`src/rtl/seg_decode.sv`:
```
// seg_decode: seven-segment loopback checker.
// Samples the eight active-low segment buses (HEX0..HEX7). It waits until
// they have held the same value for STABLE_CYCLES consecutive samples, then
// decodes one digit per cycle into a 32-bit value. The result is offered on a
// valid/ready handshake. An unknown segment pattern stops the scan and is
// reported through err/err_digit/err_pattern instead.
//
// Build option: define SEG_BLANK_EN to accept an all-dark digit (1111111)
// as nibble 0, for leading-blank displays. Without it, that pattern is illegal.
//
// Handshake: valid rises once all eight digits have decoded. While valid is
// high, value is frozen and ready is sampled on every rising edge. The edge
// that sees valid && ready completes the single transfer, and valid falls
// after it. ready is ignored while valid is low.

module seg_decode #(
  parameter int STABLE_CYCLES = 4
) (
  input  logic        clk,
  input  logic        rst_n,
  input  logic        start,
  input  logic [0:6]  HEX0,
  input  logic [0:6]  HEX1,
  input  logic [0:6]  HEX2,
  input  logic [0:6]  HEX3,
  input  logic [0:6]  HEX4,
  input  logic [0:6]  HEX5,
  input  logic [0:6]  HEX6,
  input  logic [0:6]  HEX7,
  output logic [31:0] value,
  output logic        valid,
  input  logic        ready,
  output logic        busy,
  output logic        err,
  output logic [2:0]  err_digit,
  output logic [0:6]  err_pattern,
  output logic [2:0]  dbg_state
);

  typedef enum logic [2:0] {
    S_IDLE = 3'd0,
    S_WAIT = 3'd1,
    S_SCAN = 3'd2,
    S_DONE = 3'd3,
    S_ERR  = 3'd4
  } state_t;

  // Stability counter value on the last matching edge before the scan starts.
  localparam logic [7:0] CNT_LAST = 8'(STABLE_CYCLES - 1);

  state_t          state_q;
  state_t          state_d;

  // All 56 bus bits, digit n in element n, segment a in bit 6 of each element.
  logic [7:0][6:0] live;
  logic [7:0][6:0] snap_q;
  logic [7:0]      cnt_q;
  logic [2:0]      idx_q;

  // Digit selected for decoding this cycle and its decode result.
  logic [0:6]      cur_pat;
  logic            dec_legal;
  logic [3:0]      dec_nib;
  logic [4:0]      bit_base;

  // Control strobes from the FSM to the datapath.
  logic            snap_ld;
  logic            cnt_clr;
  logic            cnt_inc;
  logic            idx_clr;
  logic            dig_wr;
  logic            err_set;
  logic            err_clr;
  logic            valid_set;
  logic            valid_clr;

  // Map one abcdefg pattern to {legal, nibble}. Active-low: 0 = segment lit.
  function automatic logic [4:0] seg_to_nib(input logic [0:6] p);
    logic [4:0] r;
    r = 5'b0_0000;
    case (p)
      7'b0000001: r = {1'b1, 4'h0};
      7'b1001111: r = {1'b1, 4'h1};
      7'b0010010: r = {1'b1, 4'h2};
      7'b0000110: r = {1'b1, 4'h3};
      7'b1001100: r = {1'b1, 4'h4};
      7'b0100100: r = {1'b1, 4'h5};
      7'b0100000: r = {1'b1, 4'h6};
      7'b0001111: r = {1'b1, 4'h7};
      7'b0000000: r = {1'b1, 4'h8};
      7'b0001100: r = {1'b1, 4'h9};
      7'b0001000: r = {1'b1, 4'hA};
      7'b1100000: r = {1'b1, 4'hB};
      7'b0110001: r = {1'b1, 4'hC};
      7'b1000010: r = {1'b1, 4'hD};
      7'b0110000: r = {1'b1, 4'hE};
      7'b0111000: r = {1'b1, 4'hF};
`ifdef SEG_BLANK_EN
      7'b1111111: r = {1'b1, 4'h0};
`else
      7'b1111111: r = 5'b0_0000;
`endif
      default:    r = 5'b0_0000;
    endcase
    return r;
  endfunction

  // Gather the live buses in the same layout as the snapshot.
  always_comb begin
    live = {HEX7, HEX6, HEX5, HEX4, HEX3, HEX2, HEX1, HEX0};
  end

  // Decode the snapshot digit addressed by idx_q.
  always_comb begin
    cur_pat   = snap_q[idx_q];
    dec_legal = seg_to_nib(cur_pat)[4];
    dec_nib   = seg_to_nib(cur_pat)[3:0];
    bit_base  = {idx_q, 2'b00};
  end

  // FSM state register.
  always_ff @(posedge clk or negedge rst_n) begin
    if (!rst_n) begin
      state_q <= S_IDLE;
    end else begin
      state_q <= state_d;
    end
  end

  // Next-state logic and datapath strobes.
  always_comb begin
    state_d   = state_q;
    snap_ld   = 1'b0;
    cnt_clr   = 1'b0;
    cnt_inc   = 1'b0;
    idx_clr   = 1'b0;
    dig_wr    = 1'b0;
    err_set   = 1'b0;
    err_clr   = 1'b0;
    valid_set = 1'b0;
    valid_clr = 1'b0;
    case (state_q)
      S_IDLE, S_ERR: begin
        if (start) begin
          state_d = S_WAIT;
          snap_ld = 1'b1;
          cnt_clr = 1'b1;
          err_clr = 1'b1;
        end
      end
      S_WAIT: begin
        if (live == snap_q) begin
          if (cnt_q == CNT_LAST) begin
            state_d = S_SCAN;
            idx_clr = 1'b1;
          end else begin
            cnt_inc = 1'b1;
          end
        end else begin
          // Any change restarts the stability count from the new sample.
          snap_ld = 1'b1;
          cnt_clr = 1'b1;
        end
      end
      S_SCAN: begin
        if (dec_legal) begin
          dig_wr = 1'b1;
          if (idx_q == 3'd7) begin
            state_d   = S_DONE;
            valid_set = 1'b1;
          end
        end else begin
          err_set = 1'b1;
          state_d = S_ERR;
        end
      end
      S_DONE: begin
        // valid is always high here, so ready alone completes the transfer.
        if (ready) begin
          valid_clr = 1'b1;
          state_d   = S_IDLE;
        end
      end
      default: begin
        state_d = S_IDLE;
      end
    endcase
  end

  // Snapshot, stability counter and digit index.
  always_ff @(posedge clk or negedge rst_n) begin
    if (!rst_n) begin
      snap_q <= '0;
      cnt_q  <= 8'd0;
      idx_q  <= 3'd0;
    end else begin
      if (snap_ld) begin
        snap_q <= live;
      end
      if (cnt_clr) begin
        cnt_q <= 8'd0;
      end else if (cnt_inc) begin
        cnt_q <= cnt_q + 8'd1;
      end
      if (idx_clr) begin
        idx_q <= 3'd0;
      end else if (dig_wr) begin
        idx_q <= idx_q + 3'd1;
      end
    end
  end

  // Result register: one nibble per legal decode, untouched otherwise.
  always_ff @(posedge clk or negedge rst_n) begin
    if (!rst_n) begin
      value <= 32'd0;
    end else if (dig_wr) begin
      value[bit_base +: 4] <= dec_nib;
    end
  end

  // valid flag for the result handshake.
  always_ff @(posedge clk or negedge rst_n) begin
    if (!rst_n) begin
      valid <= 1'b0;
    end else if (valid_set) begin
      valid <= 1'b1;
    end else if (valid_clr) begin
      valid <= 1'b0;
    end
  end

  // Error report: captured on the first illegal digit, held until a restart.
  always_ff @(posedge clk or negedge rst_n) begin
    if (!rst_n) begin
      err         <= 1'b0;
      err_digit   <= 3'd0;
      err_pattern <= 7'd0;
    end else if (err_clr) begin
      err         <= 1'b0;
      err_digit   <= 3'd0;
      err_pattern <= 7'd0;
    end else if (err_set) begin
      err         <= 1'b1;
      err_digit   <= idx_q;
      err_pattern <= cur_pat;
    end
  end

  // Status outputs derived from the registered state.
  always_comb begin
    busy      = (state_q == S_WAIT) || (state_q == S_SCAN);
    dbg_state = state_q;
  end

endmodule

```
`config.mk`:
```
export PLATFORM = sky130hd
export DESIGN_NAME = seg_decode
export DESIGN_NICKNAME = d
export VERILOG_FILES = /design/src/rtl/seg_decode.sv
export SDC_FILE = /design/constraint.sdc
export NUM_CORES = 1
export LEC_CHECK = 0
export CORE_UTILIZATION = 40
export CTS_BUF_LIST = sky130_fd_sc_hd__clkbuf_8
export DETAILED_ROUTE_END_ITERATION = 8
export PLACE_DENSITY = 0.73
export SLEW_MARGIN = 30
export SYNTH_ARGS = -nofsm -noshare
export SYNTH_HDL_FRONTEND = slang
export SYNTH_SLANG_ARGS = --single-unit
export TNS_END_PERCENT = 100
```
`constraint.sdc`:
```
create_clock -name clk -period 7.1 [get_ports clk]
set_clock_uncertainty 0.2 [all_clocks]
set_input_delay 1.065 -clock clk [delete_from_list [all_inputs] [get_ports clk]]
set_output_delay 1.065 -clock clk [all_outputs]
set_load 0.1 [all_outputs]
```
Yosys cells after proc, flatten, opt, wreduce, memory -nomap -nowiden
Cells that the tools add are included.

Bits in registers: 114. Bits of input ports: 60. Output and inout bits: 48.

Add/sub/neg operators: 3. $lt $le $gt $ge: 1. Equality and inequality tests: 27. Shift-type cells: 2. Mux-type cells: 42. Reductions and logical operators: 9.

Operators by type and width (number): $pmux 5 s16 (1); $eq 56x56->1 (1); $eq 7x6->1 const B (5); $bwmux 32 (1); $shift 4x7->32 const A (1); $shiftx 4x7->32 (1); $mux 3 (10); $eq 7x7->1 const B (4); $mux 1 (22); $bmux 7 s3 (1); $eq 7x4->1 const B (3); $mux 7 (3); $mux 8 (2); $pmux 3 s4 (1); $add 8x1->8 const B (1); $eq 8x2->1 const B (1); $ne 2x2->1 const B (4); $reduce_bool 2->1 (4); $eq 7x1->1 const B (1); $eq 7x3->1 const B (1); $eq 7x5->1 const B (1); $logic_not 7->1 (1); $neg 5->7 (1); $eq 3x2->1 const B (2); 10 further kinds (11).

Longest topological paths before layout
Gate-level depths: netlist of run 1.

Word-level depth: 8. Depth in mapped cells: 13. Gate-level depth less buffers: 8.

Least setup slack after synthesis of run 1
No wires, ideal clock.

Kind: reg-to-output. Start: reg state_q[0] (netlist: dbg_state[0]). End: out busy. Data arrival time: 2.609 ns. Required time: 5.835 ns. Path slack: 3.226 ns. Stages on the path, launching flop included: 4. Path buffers: 1. Path through: dfrtp_1 -> clkbuf_1 -> xnor2_1 -> nor2_1.

Longest elaborated chain between the ends: 2. Elaborated cells on any way between the ends: 3. Those cells by class: 2 x eq/ne; 1 x reduce/logical.

RTL lines: start: declaration (line 51) `state_t state_q;`; start signal: assignment (line 126) `state_q <= state_d;`; $eq 3x1->1 or $eq 3x2->1 (tied branches) (line 252) `busy = (state_q == S_WAIT) || (state_q == S_SCAN);`; $logic_or 1x1->1 (*) (line 252); end: declaration (line 33) `output logic busy,`.

Mark *: on every way between the ends. The rest lies on a longest branch, timed or not.

Worst setup path in the final report of run 1
Start: reg idx_q[0]. End: reg value[4].

Longest elaborated chain between the ends: 6. Elaborated cells on any way between the ends: 25. Those cells by class: 1 x add/sub; 15 x eq/ne; 2 x shift; 6 x mux; 1 x reduce/logical.

RTL lines: start: declaration (line 58) `logic [2:0] idx_q;`; start signal: assignment (line 208) `idx_q <= idx_q + 3'd1;`; $bmux 7 s3 (line 115) `cur_pat = snap_q[idx_q];`; $mux 7 (implied by the code) (line 115); $eq 7x6->1 (tied with other cells) (line 81) `case (p)`; $pmux 5 s16 (line 81); $shiftx 4x7->32 or $mux 1 (tied branches) (line 218, 166); $bwmux 32 or $mux 1 (tied branches) (line 218, 142); end signal: indexed assignment (line 218) `value[bit_base +: 4] <= dec_nib;`; end: declaration (line 30) `output logic [31:0] value,`.

Several ways; a longest one is shown, not always the timed one. The select of a mux whose other input is x is not followed. A chain may end at the register's enable or synchronous reset.

==> results of run 1 <==
worst paths after layout:
path,from,endpoint,slack [ps],cells past startpoint
worst max-delay path,idx_q[0],value[4],2830,8
worst min-delay path,value[3],value[3],300,1
max in group asynchronous,rst_n,snap_q[37],5230,2
worst min register to register,value[3],value[3],300,1
worst max register to register,idx_q[0],value[4],2830,8
min in group asynchronous,rst_n,value[9],410,1
worst reg2reg max path: stages (launching register included):
cell and delay, ps:
dfrtp_1 610, buf_4 360, mux4_2 590, mux2i_4 490, a221oi_2 180, a211oi_2 470
nand3_1 480, nand4_1 410, mux2_2 380
stage by stage:
| step | hold WS (ps) | power [µW] | utilization | instances | cell area [µm²] |
|---|---|---|---|---|---|
| after floorplan | 306 | 1080 | - | 513 | 6430 |
| after global placement | 283 | 1220 | 0.497 | 810 | 7660 |
| after detailed placement | 294 | 1230 | 0.499 | 812 | 7700 |
| after CTS | 311 | 1910 | 0.528 | 843 | 8140 |
| after global routing | 326 | 1960 | 0.528 | 843 | 8150 |
| final | 303 | 1890 | 0.528 | 843 | 8150 |
cell usage after synthesis, drive strengths merged, types with 5 or more instances:
| master | instances | share of area |
|---|---|---|
| mux2 | 85 | 0.16 |
| mux4 | 14 | 0.049 |
| ha | 8 | 0.016 |
| and3 | 7 | 0.0076 |
| xor2 | 63 | 0.086 |
| nand3 | 10 | 0.0078 |
| nand4 | 8 | 0.0078 |
| nor4b | 5 | 0.016 |
| o2111ai | 5 | 0.0068 |
| dfrtp | 114 | 0.44 |
| clkbuf | 10 | 0.0058 |
| buf | 15 | 0.016 |
| nor4 | 19 | 0.024 |
| a211oi | 5 | 0.0066 |
| nor2 | 32 | 0.019 |
| inv | 11 | 0.0064 |
| nand2 | 25 | 0.015 |
| mux2i | 23 | 0.048 |
sequential cells by signal, summed over array words and instances (netlist names):
register	count
cnt_q	8
dbg_state	3
err	1
err_digit	3
err_pattern	7
idx_q	3
snap_q	56
valid	1
value	32
cell families after synthesis:
logic type / count (synthesis)
buffers and inverters: 36
and+or+nand+nor: 129
DFF: 114
xor gates and xnor gates: 65
AOI/OAI and AO/OA: 39
muxes: 122
adders and majority gates: 8
metal layers:
| metal | track usage | part of all wire | wire length, µm | up-vias |
|---|---|---|---|---|
| met1 | 0.258 | 0.44 | 6590 | 2295 |
| met3 | 0.0462 | 0.066 | 998 | 28 |
| met2 | 0.307 | 0.48 | 7250 | 176 |
| met5 | 0 | 0 | 0 | - |
| met4 | 0.0810 | 0.021 | 316 | 0 |
| li1 | - | - | - | 2085 |
area by class of cell:
type,instances,share of cell area
multi-input combinational,363,0.418
sequential,114,0.350
timing repair buffer,113,0.141
clock buffer,20,0.0338
tap,211,0.0324
clock inverter,11,0.0197
inverter,11,0.00507
power groups by stage:
stage / logic (µW) / clock network (µW) / registers, µW
finish: 489 / 673 / 730
global route: 513 / 713 / 736
CTS: 492 / 687 / 731
detailed placement: 491 / 0 / 743
global placement: 484 / 0 / 741
floorplan: 149 / 0 / 933
==> flow_summary.json, run 1 <==
{
  "status": "finished, final reports clean",
  "p_int_uw": 1250,
  "fmax_mhz": 234,
  "cts_setup_buffers": 0,
  "regArea_um2": 2850,
  "yosys.area_share.simple": 0.122,
  "seq_power_share": 0.386,
  "io_pins": 108,
  "ys_seq_elements": 114,
  "path_class": "reg2reg",
  "n_antenna_cell": 0,
  "multi_input_area_um2": 3410,
  "hpwl_um": 11300,
  "clk_pin_slew_ps": 70,
  "maxSlewHeadroom": 0.327,
  "combPwrFrac": 0.259,
  "clockPowerShare": 0.356,
  "clock_sinks": 114,
  "max_stage_delay_ps": 610,
  "synth_xor_area_frac": 0.0885,
  "syn_avg_cell_area_um2": 12.5,
  "crit_path_max_fanout": 14,
  "gr-total-overflow": 0,
  "switching_share": 0.339,
  "core_area_um2": 15400,
  "min-delay-path-class": "reg2reg",
  "drt_iter0_drc": 269,
  "yosys_most_used_dff": "dfrtp_1",
  "async_flop_share": 1.00,
  "dieArea_um2": 16600,
  "die-height_um": 129,
  "yosys.area_share.adder": 0.0156,
  "die_x_um": 129,
  "final_nets": 688,
  "dr.pass1.iters": 5,
  "cts_tree": "built",
  "grt_start_max_net_pins": 70,
  "power_density_nw_per_um2": 232,
  "rows": 45,
  "vias": 4584,
  "crit_path_end_kind": "register",
  "cp-start-kind": "register",
  "final_layout_size_suffix_gt1_frac": 0.258,
  "cp.arrival_ps": 4410,
  "yosysSeqAreaShare": 0.443,
  "switching_power_uw": 641,
  "path_cells": "buf_4, mux4_2, mux2i_4, a221oi_2, a211oi_2, nand3_1, nand4_1, mux2_2",
  "grt_pass1_wl_um": 24600,
  "start_util": 0.417,
  "hold_buffers": 0,
  "grt_pass1_vias": 4695,
  "synth-edff-count": 0,
  "timing.final.crit_share": 0.602,
  "post_drt_wl_per_cell_um": 18.0,
  "crit_family": "multiplexers",
  "postCtsResizedCells": 0,
  "final_common_cell": "dfrtp_1",
  "netlist_area_um2": 6430,
  "gp_congestion": 0.832,
  "track_usage": 0.195,
  "rsz0062_at_grt": "no",
  "crit_required_ps": 7230,
  "finalWorstSetupSlack_ps": 2830,
  "synth_compound_area_frac": 0.0482,
  "synth_cell_types": 65,
  "dp_slack_ps": 2610,
  "h-tree-depth": 4,
  "wirelength_um": 15200,
  "postRouteAntennaNets": 0,
  "crit_buf_inv": 1,
  "cts_buffers": 17,
  "setup-tns-final_ps": 0,
  "cap_violations": 0,
  "port_buffers": 107,
  "ir_drop_v": 0.000227,
  "setup_violations": 0,
  "period_needed_ps": 4270,
  "hold_viol": 0,
  "synth_top_family_by_area": "multiplexers",
  "drv_slew": 0,
  "synthesis.nets": 581,
  "yosysWarnings": 0,
  "clockRootBuffer": "clkbuf_8",
  "insertion_delay_ps": 450,
  "layout_common_cells": "dfrtp_1, clkdlybuf4s50_1, mux2_2",
  "p_leak_uw": 0.00338,
  "drcViolationCount": 0,
  "cts_max_path_buffers": 2,
  "viasPerCell": 5.44,
  "syn_inst": 513,
  "worst_pin_slew_ps": 1010,
  "areaGrowthSynthToFinish_pct": 26.6,
  "n_fill_cell": 1346,
  "antenna_found_initial": 0,
  "slowest_stage": "dfrtp_1",
  "synth.area.mux_share": 0.253
}
Note: power is estimated with default switching activity, not from simulation.
==> run 2, diff against run 1 <==
- PLACE_DENSITY: 0.73 -> 0.75
- clock period: 7.1 -> 3.9 ns (I/O delays scaled with it)
==> run 2 against run 1 <==
  * Via count about the same
  * Global-route usage increased by 0.59 points
  * Register-to-register slack got worse by 2500 ps
  * Largest cell class unchanged
==> flow_summary.json, run 2 (synthesized netlist as in run 1, its figures left out) <==
{
  "status": "finished, final reports clean",
  "path_cells": "mux4_2, mux2i_4, xor2_1, o21ai_1, a211oi_1, and3_4, buf_4, nand2_2, mux2i_1",
  "gr-total-overflow": 0,
  "rows": 45,
  "drv_slew": 0,
  "min-delay-path-class": "reg2reg",
  "wirelength_um": 15600,
  "insertion_delay_ps": 440,
  "maxSlewHeadroom": 0.334,
  "timing.final.crit_share": 0.921,
  "die-height_um": 129,
  "dieArea_um2": 16600,
  "drcViolationCount": 0,
  "grt_pass1_wl_um": 25100,
  "finalPower_uw": 3430,
  "max_stage_delay_ps": 790,
  "crit_path_end_kind": "register",
  "crit_required_ps": 4010,
  "worst_pin_slew_ps": 996,
  "rsz0062_at_grt": "no",
  "grt_pass1_vias": 4809,
  "hold_viol": 0,
  "crit_family": "multiplexers",
  "final_common_cell": "dfrtp_1",
  "clk_pin_slew_ps": 70,
  "dp_slack_ps": 105,
  "crit_path_max_fanout": 15,
  "regArea_um2": 2850,
  "dp.cells": 833,
  "cts_setup_buffers": 0,
  "areaGrowthSynthToFinish_pct": 28.9,
  "io_pins": 108,
  "core_area_um2": 15400,
  "vias": 4583,
  "period_needed_ps": 3590,
  "hpwl_um": 11800,
  "clockRootBuffer": "clkbuf_8",
  "clock_sinks": 114,
  "cts_buffers": 17,
  "h-tree-depth": 4,
  "fmax_mhz": 278,
  "cp.arrival_ps": 3700,
  "grt_start_max_net_pins": 55,
  "cp-start-kind": "register",
  "largest-register": "snap_q",
  "n_fill_cell": 1299,
  "start_util": 0.417,
  "setup-tns-final_ps": 0,
  "multi_input_area_um2": 3410,
  "postRouteAntennaNets": 0,
  "antenna_found_initial": 0,
  "slowest_stage": "dfrtp_1",
  "power_density_nw_per_um2": 414,
  "setup_violations": 0,
  "drt_iter0_drc": 249,
  "layout_common_cells": "dfrtp_1, clkdlybuf4s50_1, mux2_2",
  "fin_hold_ws_ps": 310,
  "viasPerCell": 5.29,
  "ir_drop_v": 0.000448,
  "port_buffers": 107,
  "finalWorstSetupSlack_ps": 308,
  "post_drt_wl_per_cell_um": 18.0,
  "switching_power_uw": 1180,
  "n_antenna_cell": 0,
  "cts_tree": "built",
  "crit_buf_inv": 1,
  "final_layout_size_suffix_gt1_frac": 0.282,
  "p_leak_uw": 0.00348,
  "die_x_um": 129,
  "seq_power_share": 0.389,
  "finalNonFillerCells": 866,
  "largest_reg_flops": 56,
  "top_regs": "snap_q x56, value x32, cnt_q x8",
  "combPwrFrac": 0.267,
  "gp_congestion": 0.902,
  "switching_share": 0.344,
  "dr.pass1.iters": 5,
  "cap_violations": 0,
  "p_int_uw": 2250,
  "track_usage": 0.201,
  "clockPowerShare": 0.345,
  "final_nets": 710,
  "path_class": "reg2reg",
  "cts_max_path_buffers": 2
}
-- run 2: final cells by class --
type	instances	share of cell area
clock inverters	11	0.0163
flip-flops and latches	114	0.344
clock buffers	21	0.0348
inverters	11	0.00498
multi-input cells	363	0.411
repair buffers	135	0.157
well taps	211	0.0318
-- run 2: what timing repair did --
action,in CTS,in global routing
hold buffers,1,0
hold endpoints to repair,25,0
resized for setup,0,0
-- run 2: power by group through the flow --
stage | Combinational (µW) | Sequential (µW) | Clock [µW]
global placement | 905 | 1360 | 0
finish | 916 | 1330 | 1180
global route | 965 | 1340 | 1260
CTS | 920 | 1340 | 1210
floorplan | 271 | 1700 | 0
detailed placement | 917 | 1360 | 0
-- run 2: worst register-to-register path: stages (launching register included) --
cell      delay (ps)
dfrtp_1          790
mux4_2           460
mux2i_4          390
xor2_1           250
o21ai_1          120
a211oi_1         350
and3_4           350
buf_4            180
nand2_2          190
mux2i_1          180
-- run 2: path summary, 6_finish.rpt --
check                      startpoint             end  slack [ps]  depth (start not counted)
max                          idx_q[2]  err_pattern[6]         310                          9
min                         value[17]       value[17]         310                          1
max reg2reg                  idx_q[2]  err_pattern[6]         310                          9
min reg2reg                 value[17]       value[17]         310                          1
max in group asynchronous       rst_n      snap_q[38]        2110                          3
min in group asynchronous       rst_n      snap_q[49]         520                          2
-- run 2: metrics by stage --
stage          instance area [µm²]  utilization
2_1_floorplan                 6430            -
3_3_place_gp                  7860        0.509
3_5_place_dp                  7860        0.509
4_1_cts                       8290        0.537
5_1_grt                       8300        0.538
6_report                      8300        0.538
-- run 2: layer usage --
metal | global-route usage | part of all wire | vias up
met3 | 0.0507 | 0.051 | 25
met2 | 0.330 | 0.49 | 147
li1 | - | - | 2130
met4 | 0.0810 | 0.021 | 0
met5 | 0 | 0 | -
met1 | 0.254 | 0.44 | 2281
==> run 3, diff against run 2 <==
- CAP_MARGIN: default -> 20
- SETUP_SLACK_MARGIN: default -> 0.02
==> results of run 3 <==
No change in the layout: final DEF, timing and power equal those of run 2.
==> RTL change (settings of run 3) <==
Register the output `err_pattern` once more, without a reset; this adds one clock of latency there. The other outputs are not delayed to match.
--- a/src/rtl/seg_decode.sv
+++ b/src/rtl/seg_decode.sv
@@ -47,6 +47,8 @@
 
   // Stability counter value on the last matching edge before the scan starts.
   localparam logic [7:0] CNT_LAST = 8'(STABLE_CYCLES - 1);
+
+  logic [0:6] err_pattern_s0;
 
   state_t          state_q;
   state_t          state_d;
@@ -235,15 +237,15 @@
     if (!rst_n) begin
       err         <= 1'b0;
       err_digit   <= 3'd0;
-      err_pattern <= 7'd0;
+      err_pattern_s0 <= 7'd0;
     end else if (err_clr) begin
       err         <= 1'b0;
       err_digit   <= 3'd0;
-      err_pattern <= 7'd0;
+      err_pattern_s0 <= 7'd0;
     end else if (err_set) begin
       err         <= 1'b1;
       err_digit   <= idx_q;
-      err_pattern <= cur_pat;
+      err_pattern_s0 <= cur_pat;
     end
   end
 
@@ -253,5 +255,9 @@
     dbg_state = state_q;
   end
 
+  always_ff @(posedge clk) begin
+    err_pattern <= err_pattern_s0;
+  end
+
 endmodule
 
Function: changed (Yosys sat finds a counterexample within 10 cycles, from zero or initial values and one cycle with rst_n low).
==> RTL change against run 3 <==
  * The flow now finishes with violations (negative hold slack)
  * Wire length up 4.9%
  * Worst hold slack worse by 0.32 ns
  * Utilization down 0.14 points
  * Sequential cell count up 7
  * Critical path type unchanged
  * Final cell count up 6.7%
  * Final area up 3.4%
  * Setup slack worse by 0.11 ns
  * Area after synthesis up 2.5%
  * Non-clock buffer count up 10
Power is not compared: it rests on default switching activity, and its combinational part moved more than twofold at a synthesized area within 25%.
==> RTL change: results (changes against run 3) <==
* DRT Pass-1 Iters at 5 (unchanged)
* Routed length per instance at 17.7 um (was 18.0 um)
* Post-synth ARST share at 94.2% (was 100%)
* Non-clock buffers at 145 (was 135)
* Met3 track demand over resource at 4.48% (was 5.07%)
* Clk tree area frac at 4.70% (was 5.11%)
* Power Total at about 7000 uW
* Storage cell area at 2990 um2 (was 2850 um2)
* Slew margin rel. at 32.5% (was 33.4%)
* HPWL Detailed at 12.6 mm (was 11.8 mm)
* Most used DFF post-synth: dfrtp_1 (unchanged)
* Buffering overhead at 16.3% (was 15.7%)
* Vias in the first global route at 4863 (was 4809)
* Final Hold Vio Count at 8 (was 0)
* First-pass GRT wire length at 26.1 mm (was 25.1 mm)
* Area after DPL at 8160 um2 (was 7860 um2)
* Multi-input gate area at 3390 um2 (was 3410 um2)
* Layout area overhead at 30.1% (was 28.9%)
* Synth cell types at 61 (was 65)
* Met2 usage at 33.0% (about the same)
* Seq/Total Area, Yosys at 45.4% (was 44.3%)
* Final #Nets at 764 (was 710)
* Achievable Freq at 270 MHz (was 278 MHz)
* Pre-CTS WS at -0.0752 ns (was 0.105 ns)
* R2r setup slk at 0.20 ns (was 0.31 ns)
* Synth top area cells: dfrtp_1 43%, mux2_2 12%, xor2_1 8.1%, mux2i_1 6.4%, mux4_2 3.4% (was dfrtp_1 44%, mux2_2 12%, xor2_1 8.6%, mux4_2 4.9%, mux2_4 3.0%)
* Mapped Nets at 622 (was 581)
* Comb_multi_in at 379 (was 363)
* Num Clock Sinks at 121 (was 114)
* Metal3 WL at 666 um (was 789 um)
* Post-CTS Resized at 2 (was 0)
* CP max stage delay at 0.53 ns (was 0.79 ns)
* Layout cells sized above 1 at 24.7% (was 28.2%)
* Critical-path top delay cell: dfrtp_2 (was dfrtp_1)
* Max Fanout on Critical Path at 8 (was 15)
* Failing checks: negative hold slack
* Wire length on met1 at 7.44 mm (was 6.88 mm)
* CTS max path bufs at 2 (unchanged)
* Crit path capture: value[2] (was err_pattern[6])
* Hold WC Path Type: input pin to async pin (was register to register)
* GR Layer Usage met1 at 27.5% (was 25.4%)
* Layout clock buffer count at 18 (was 21)
* Initial DRC Count at 264 (was 249)
* Largest net degree at the start of global routing at 61 (was 55)
* Hold-fix buffers, CTS at 0 (was 1)
* Via density at 5.23 (was 5.29)
* Commonest cells post-synth: 114 x dfrtp_1, 69 x mux2_2, 61 x xor2_1, 42 x mux2i_1, 37 x nand2_1 (was 114 x dfrtp_1, 69 x mux2_2, 63 x xor2_1, 31 x nor2_1, 23 x nand2_1)
* Run status: finished, violations left (was complete, no violations)
* Gr usage total at 20.5% (was 20.1%)
* Hold Slack at -0.0133 ns (was 0.310 ns)
* WL met2 at 7.95 mm (was 7.57 mm)
* FF-to-FF Start: idx_q[0] (was idx_q[2])
* Post-Syn Area per Cell at 11.9 um2 (was 12.5 um2)
* Routability cong. at 0.839 (was 0.902)
* Antenna cells at 0 (unchanged)
-- RTL change: cell types whose count changed in the layout (fill, tap and decap cells not counted), sizes merged, moves of 7 or more --
cell	run 3	this run
mux2i	23	46
nor2	32	9
inv	13	32
mux2	85	70
nand2	25	37
buf	29	40
dfxtp	0	7
-- RTL change: per-stage QoR --
step / hold WS (ns) / cells
3_5_place_dp: 0.159 / 892
2_1_floorplan: 0.0894 / 554
6_report: -0.0133 / 924
4_1_cts: 0.00875 / 923
3_3_place_gp: 0.156 / 892
5_1_grt: 0.0308 / 924
-- RTL change: cell families (layout without fill, tap and decap cells) --
kind of cell	after synthesis	count (layout)	share of synthesized area, %
AO/OA/AOI/OAI	51	51	7.78
XOR/XNOR	64	64	8.50
adder cells (fa/ha/maj)	8	8	1.52
buffers and inverters	54	208	3.62
flip-flops	121	121	45.4
multiplexers	126	126	22.8
AND/OR/NAND/NOR	130	130	10.4
